$ cat config.mk
export PLATFORM = sky130hd
export DESIGN_NAME = rtc_bcd_scanner
export DESIGN_NICKNAME = d
export VERILOG_FILES = /design/src/rtl/rtc_bcd_scanner.sv
export SDC_FILE = /design/constraint.sdc
export NUM_CORES = 1
export LEC_CHECK = 0
export CAP_MARGIN = 40
export CORE_AREA = 2 2 109 80
export CTS_CLUSTER_SIZE = 20
export DETAILED_ROUTE_END_ITERATION = 10
export DIE_AREA = 0 0 111 82
export DONT_BUFFER_PORTS = 1
export HOLD_SLACK_MARGIN = 0.15
export PLACE_DENSITY = 0.72
export SYNTH_ARGS = -nofsm -noshare
export SYNTH_HDL_FRONTEND = slang
export SYNTH_SLANG_ARGS = --single-unit
$ cat constraint.sdc
create_clock -name reloj -period 1.67 [get_ports reloj]
set_input_delay 0.334 -clock reloj [delete_from_list [all_inputs] [get_ports reloj]]
set_output_delay 0.334 -clock reloj [all_outputs]
set_load 0.005 [all_outputs]
$ cat src/rtl/rtc_bcd_scanner.sv
// rtc_bcd_scanner: polls the nine RTC date/time/timer fields over a req/ack read port and
// presents each byte as BCD tens/units tagged with its slot, plus a free-running cursor blink.
module rtc_bcd_scanner #(
    parameter int TIMEOUT_CYC = 64,
    parameter int GAP_CYC     = 4,
    parameter int REFRESH_CYC = 1_000_000,
    parameter int BLINK_CYC   = 25_000_000
) (
    input  logic       reloj,
    input  logic       reset,
    input  logic       pausa,
    input  logic       rd_ack,
    input  logic [7:0] rd_data,
    output logic       rd_req,
    output logic [7:0] rd_addr,
    output logic [3:0] decenas,
    output logic [3:0] unidades,
    output logic [3:0] direccion,
    output logic       dato_valido,
    output logic       rd_error,
    output logic       cursor
);
    localparam int TW = (TIMEOUT_CYC > 1) ? $clog2(TIMEOUT_CYC) : 1;
    localparam int GW = (GAP_CYC > 1) ? $clog2(GAP_CYC) : 1;
    localparam int RW = (REFRESH_CYC > 1) ? $clog2(REFRESH_CYC) : 1;
    localparam int BW = (BLINK_CYC > 1) ? $clog2(BLINK_CYC) : 1;

    localparam logic [TW-1:0] T_LAST = TW'(TIMEOUT_CYC - 1);
    localparam logic [GW-1:0] G_LAST = GW'(GAP_CYC - 1);
    localparam logic [RW-1:0] R_LAST = RW'(REFRESH_CYC - 1);
    localparam logic [BW-1:0] B_LAST = BW'(BLINK_CYC - 1);

    localparam logic [2:0] S_IDLE    = 3'd0;
    localparam logic [2:0] S_REQ     = 3'd1;
    localparam logic [2:0] S_WAIT    = 3'd2;
    localparam logic [2:0] S_LOAD    = 3'd3;
    localparam logic [2:0] S_GAP     = 3'd4;
    localparam logic [2:0] S_REFRESH = 3'd5;

    logic [2:0]    state_q, state_d;
    logic [3:0]    slot_q, slot_d;
    logic [TW-1:0] waitCnt_q, waitCnt_d;
    logic [GW-1:0] gapCnt_q, gapCnt_d;
    logic [RW-1:0] refCnt_q, refCnt_d;
    logic [7:0]    data_q, data_d;
    logic          pauseHold_q, pauseHold_d;
    logic [3:0]    dec_q, dec_d;
    logic [3:0]    uni_q, uni_d;
    logic [3:0]    dir_q, dir_d;
    logic          valid_q, valid_d;
    logic          err_q, err_d;
    logic [BW-1:0] blinkCnt_q;
    logic          cursor_q;
    logic          tensBad, unitsBad;

    assign tensBad  = (data_q[7:4] > 4'd9);
    assign unitsBad = (data_q[3:0] > 4'd9);

    // A pause seen anywhere during a read is remembered so the read still finishes first.
    always_comb begin
        state_d     = state_q;
        slot_d      = slot_q;
        waitCnt_d   = waitCnt_q;
        gapCnt_d    = gapCnt_q;
        refCnt_d    = refCnt_q;
        data_d      = data_q;
        pauseHold_d = pauseHold_q;
        dec_d       = dec_q;
        uni_d       = uni_q;
        dir_d       = dir_q;
        valid_d     = 1'b0;
        err_d       = err_q;
        case (state_q)
            S_IDLE: begin
                slot_d      = 4'd0;
                pauseHold_d = 1'b0;
                if (!pausa) state_d = S_REQ;
            end
            S_REQ: begin
                waitCnt_d = '0;
                state_d   = S_WAIT;
                if (pausa) pauseHold_d = 1'b1;
            end
            S_WAIT: begin
                if (pausa) pauseHold_d = 1'b1;
                if (rd_ack) begin
                    data_d  = rd_data;
                    state_d = S_LOAD;
                end else if (waitCnt_q == T_LAST) begin
                    err_d       = 1'b1;
                    gapCnt_d    = '0;
                    pauseHold_d = 1'b0;
                    state_d     = (pausa || pauseHold_q) ? S_IDLE : S_GAP;
                end else begin
                    waitCnt_d = waitCnt_q + TW'(1);
                end
            end
            S_LOAD: begin
                dec_d       = tensBad  ? 4'd0 : data_q[7:4];
                uni_d       = unitsBad ? 4'd0 : data_q[3:0];
                dir_d       = slot_q;
                valid_d     = 1'b1;
                err_d       = err_q | tensBad | unitsBad;
                gapCnt_d    = '0;
                pauseHold_d = 1'b0;
                state_d     = (pausa || pauseHold_q) ? S_IDLE : S_GAP;
            end
            S_GAP: begin
                if (pausa) begin
                    state_d = S_IDLE;
                end else if (gapCnt_q == G_LAST) begin
                    if (slot_q == 4'd8) begin
                        refCnt_d = '0;
                        state_d  = S_REFRESH;
                    end else begin
                        slot_d  = slot_q + 4'd1;
                        state_d = S_REQ;
                    end
                end else begin
                    gapCnt_d = gapCnt_q + GW'(1);
                end
            end
            S_REFRESH: begin
                if (pausa) begin
                    state_d = S_IDLE;
                end else if (refCnt_q == R_LAST) begin
                    slot_d  = 4'd0;
                    state_d = S_REQ;
                end else begin
                    refCnt_d = refCnt_q + RW'(1);
                end
            end
            default: state_d = S_IDLE;
        endcase
    end

    always_ff @(posedge reloj or negedge reset) begin
        if (!reset) begin
            state_q     <= S_IDLE;
            slot_q      <= 4'd0;
            waitCnt_q   <= '0;
            gapCnt_q    <= '0;
            refCnt_q    <= '0;
            data_q      <= 8'd0;
            pauseHold_q <= 1'b0;
            dec_q       <= 4'd0;
            uni_q       <= 4'd0;
            dir_q       <= 4'd0;
            valid_q     <= 1'b0;
            err_q       <= 1'b0;
        end else begin
            state_q     <= state_d;
            slot_q      <= slot_d;
            waitCnt_q   <= waitCnt_d;
            gapCnt_q    <= gapCnt_d;
            refCnt_q    <= refCnt_d;
            data_q      <= data_d;
            pauseHold_q <= pauseHold_d;
            dec_q       <= dec_d;
            uni_q       <= uni_d;
            dir_q       <= dir_d;
            valid_q     <= valid_d;
            err_q       <= err_d;
        end
    end

    always_ff @(posedge reloj or negedge reset) begin
        if (!reset) begin
            blinkCnt_q <= '0;
            cursor_q   <= 1'b0;
        end else if (blinkCnt_q == B_LAST) begin
            blinkCnt_q <= '0;
            cursor_q   <= ~cursor_q;
        end else begin
            blinkCnt_q <= blinkCnt_q + BW'(1);
        end
    end

    // Request is decoded from state so an asynchronous reset drops it immediately.
    always_comb begin
        rd_req  = (state_q == S_REQ) || (state_q == S_WAIT);
        rd_addr = 8'h00;
        if (rd_req) begin
            case (slot_q)
                4'd0:    rd_addr = 8'h24;
                4'd1:    rd_addr = 8'h25;
                4'd2:    rd_addr = 8'h26;
                4'd3:    rd_addr = 8'h23;
                4'd4:    rd_addr = 8'h22;
                4'd5:    rd_addr = 8'h21;
                4'd6:    rd_addr = 8'h43;
                4'd7:    rd_addr = 8'h42;
                4'd8:    rd_addr = 8'h41;
                default: rd_addr = 8'h00;
            endcase
        end
    end

    assign decenas     = dec_q;
    assign unidades    = uni_q;
    assign direccion   = dir_q;
    assign dato_valido = valid_q;
    assign rd_error    = err_q;
    assign cursor      = cursor_q;
endmodule

==> out/metrics.yaml <==
antenna_left: 0
async_flop_share_pct: 100
skew_ns: 0.00792
fin_total_pwr_w: 0.00691
cts_buffer_depth: 2
insertion_delay_ns: 0.35
synth-edff-count: 0
gp_congestion: 0.903
wire_per_inst_um: 16.7
drcViolationCount: 0
start_kind: "flip-flop"
p_leak_nw: 2.68
met1_length_um: 5100
hp-class: "input port to async pin"
hold_viol: 84
dieArea_um2: 9100
drive_above_1_share_pct: 37.2
layout_common_cells: "buf_4, dfrtp_1, nand2_1"
cp_top_family: "simple AND/OR/NAND/NOR gates"
clkSlewWorstSetupHoldPaths_ns: 0.07
synth-seq-cells: 84
top_layer: "met4"
hold_ws_ns: -0.326
post-place-ws_ns: -0.169
synth_cell_type_count: 55
wl_met2_um: 5210
setup_viol: 29
syn_area_per_cell_um2: 9.56
drtPass1Iterations: 5
grt.total_usage_pct: 25.1
place_inst: 620
outcome: "finished with violations"
wirelength_um: 11200
violations: "negative hold slack, negative setup slack"
vias: 3888
antenna_found_initial: 0
cpMaxStageDelayCell: "dfrtp_1"
cp-end-kind: "flip-flop"
critPathKind: "flip-flop to flip-flop"
grt_pass1_vias: 3676
synth_warnings: 0
stdcell_count: 670
ys.flop_type: "dfrtp_1"
clock-sinks: 84
rsz0062_at_grt: "yes"
fin_ws_ns: -0.170
ir_worst_vdd_mv: 1.19
port_buffers: 0
layout_commonest_cell: "buf_4"
gr-total-overflow: 0
period_minus_slack_ns: 1.84
report.final.slew_viol_count: 0
cp.arrival_ns: 2.07
grt_max_degree: 85
cts_root_buf: "clkbuf_16"
drtIter0Drc: 299
cts_tree: "built"
htree_num_levels: 3
min_period_over_period_pct: 110
viasPerCell: 5.80
syn_area_um2: 4310
areaGrowthSynthToFinish_pct: 41.6
die_width_um: 111
netlist_instances: 451
worstPathCellList: "nor4bb_2 -> buf_4 -> and4_4 -> nand2_4 -> o2bb2ai_4 -> mux2_4"
start_util_pct: 53.3
yosysSeqAreaShare_pct: 48.8
fmax_ghz: 0.544
io_pins: 36
rows: 28
core_area_um2: 8090
power_density_nw_per_um2: 1130
nets: 580
numCtsBuffers: 9
maxCapViolCount: 0
path_buf_inv: 1
grt_pass1_wl_um: 17800
die_h_um: 82
cpPeakStageDelay_ns: 0.40
ctsHoldBuffers: 9
crit_fanout: 6
cp.required_ns: 1.90
diodes: 0
hpwl_um: 6980
met3_length_um: 719
## cell families after synthesis
group | count (synthesis) | share of synthesized area [%]
AOI/OAI and AO/OA | 97 | 14.5
xor gates and xnor gates | 24 | 4.88
adders and majority gates | 8 | 2.32
buffers and inverters | 41 | 4.35
DFF | 84 | 48.8
muxes | 15 | 3.77
other | 1 | 0.0870
and+or+nand+nor | 181 | 21.4
## worst reg2reg max path: stages, from the launching register on
cell and delay, ns:
dfrtp_1 0.40, nor4bb_2 0.31, buf_4 0.16, and4_4 0.30
nand2_4 0.09, o2bb2ai_4 0.15, mux2_4 0.31
## per-layer routing
layer | vias to the layer above | GRT usage, %
met2 | 141 | 39.8
met3 | 21 | 7.08
met4 | 0 | 8.50
met5 | - | 0
li1 | 1819 | -
met1 | 1907 | 33.7
## cells in the mapped netlist (2+ instances only)
| cell type | instances | share of area (%) |
|---|---|---|
| and3_1 | 8 | 1.2 |
| inv_1 | 18 | 1.6 |
| o21a_1 | 3 | 0.52 |
| nor4_1 | 7 | 1.0 |
| a211o_1 | 2 | 0.41 |
| dfrtp_1 | 84 | 49 |
| a21o_1 | 5 | 0.87 |
| and4_1 | 4 | 0.81 |
| buf_4 | 7 | 1.2 |
| nor3_2 | 4 | 0.93 |
| xor2_1 | 10 | 2.0 |
| a31o_2 | 3 | 0.61 |
| nand3b_1 | 2 | 0.35 |
| nand4_2 | 2 | 0.58 |
| nand4_1 | 8 | 1.2 |
| nor2b_1 | 4 | 0.58 |
| nor3_1 | 5 | 0.58 |
| nor2_1 | 43 | 3.7 |
| a21oi_1 | 20 | 2.3 |
| mux2i_1 | 5 | 1.2 |
| xnor2_1 | 14 | 2.8 |
| a22o_1 | 4 | 0.81 |
| o21ai_0 | 26 | 3.0 |
| mux2_2 | 10 | 2.6 |
| nand3_1 | 21 | 2.4 |
| a2111oi_0 | 2 | 0.41 |
| a211oi_1 | 3 | 0.52 |
| a31oi_1 | 15 | 2.2 |
| nor4b_1 | 3 | 0.61 |
| ha_1 | 8 | 2.3 |
| buf_2 | 5 | 0.58 |
| nand2b_1 | 11 | 1.6 |
| clkbuf_1 | 9 | 0.78 |
| a41oi_1 | 2 | 0.41 |
| or3_1 | 2 | 0.29 |
| nand2_1 | 51 | 4.4 |
| o22ai_1 | 3 | 0.44 |
## through the flow
step	TNS, ns	utilization, %	instance area, um2
final	-2.90	75.4	6100
after global routing	-5.54	75.4	6100
after CTS	-2.73	71.5	5780
after detailed placement	-2.38	63.2	5120
after global placement	-1.16	63.2	5120
after floorplan	-0.281	-	4460
## power breakdown
part	leakage, nW	switching [W]	internal [W]
clock network	0.138	0.000900	0.00103
registers	1.12	0.000294	0.00238
logic	1.42	0.00110	0.00121
total	2.68	0.00230	0.00462
## area by class of cell
cell class,count,area [um2]
Clock buffer,9,225
Timing Repair Buffer,118,1040
Inverter,18,72.6
Clock inverter,7,58.8
Tap cell,105,131
Sequential cell,84,2100
Multi-Input combinational cell,329,2470
Fill cell,474,1990
## flip-flops by register name (all words and copies together) (netlist names)
name,count
decenas,4
unidades,4
cursor,1
gapCnt_q,2
direccion,4
waitCnt_q,6
rd_error,1
state_q,3
slot_q,4
pauseHold_q,1
data_q,8
blinkCnt_q,25
dato_valido,1
refCnt_q,20
## timing repair
item	in CTS	in global routing
gates cloned	1	1
endpoints found under the setup margin	46	64
setup buffers	14	10
pin swaps	20	27
hold endpoints to repair	93	84
gates resized for setup	40	61
## worst paths after layout
kind | from | to | slack (ns) | cells past startpoint
worst max-delay path | refCnt_q[7]$_DFFE_PN0P_ | slot_q[0]$_DFFE_PN0P_ | -0.17 | 6
worst min-delay path | reset | unidades[2]$_DFFE_PN0P_ | -0.33 | 0
worst max register to register | refCnt_q[7]$_DFFE_PN0P_ | slot_q[0]$_DFFE_PN0P_ | -0.17 | 6
worst min register to register | cursor$_DFFE_PN0N_ | cursor$_DFFE_PN0N_ | 0.49 | 1
max in group asynchronous | reset | refCnt_q[17]$_DFFE_PN0P_ | 1.85 | 0
min in group reloj | pausa | pauseHold_q$_DFFE_PN0P_ | 0.20 | 2
(Power assumes the default switching activity.)
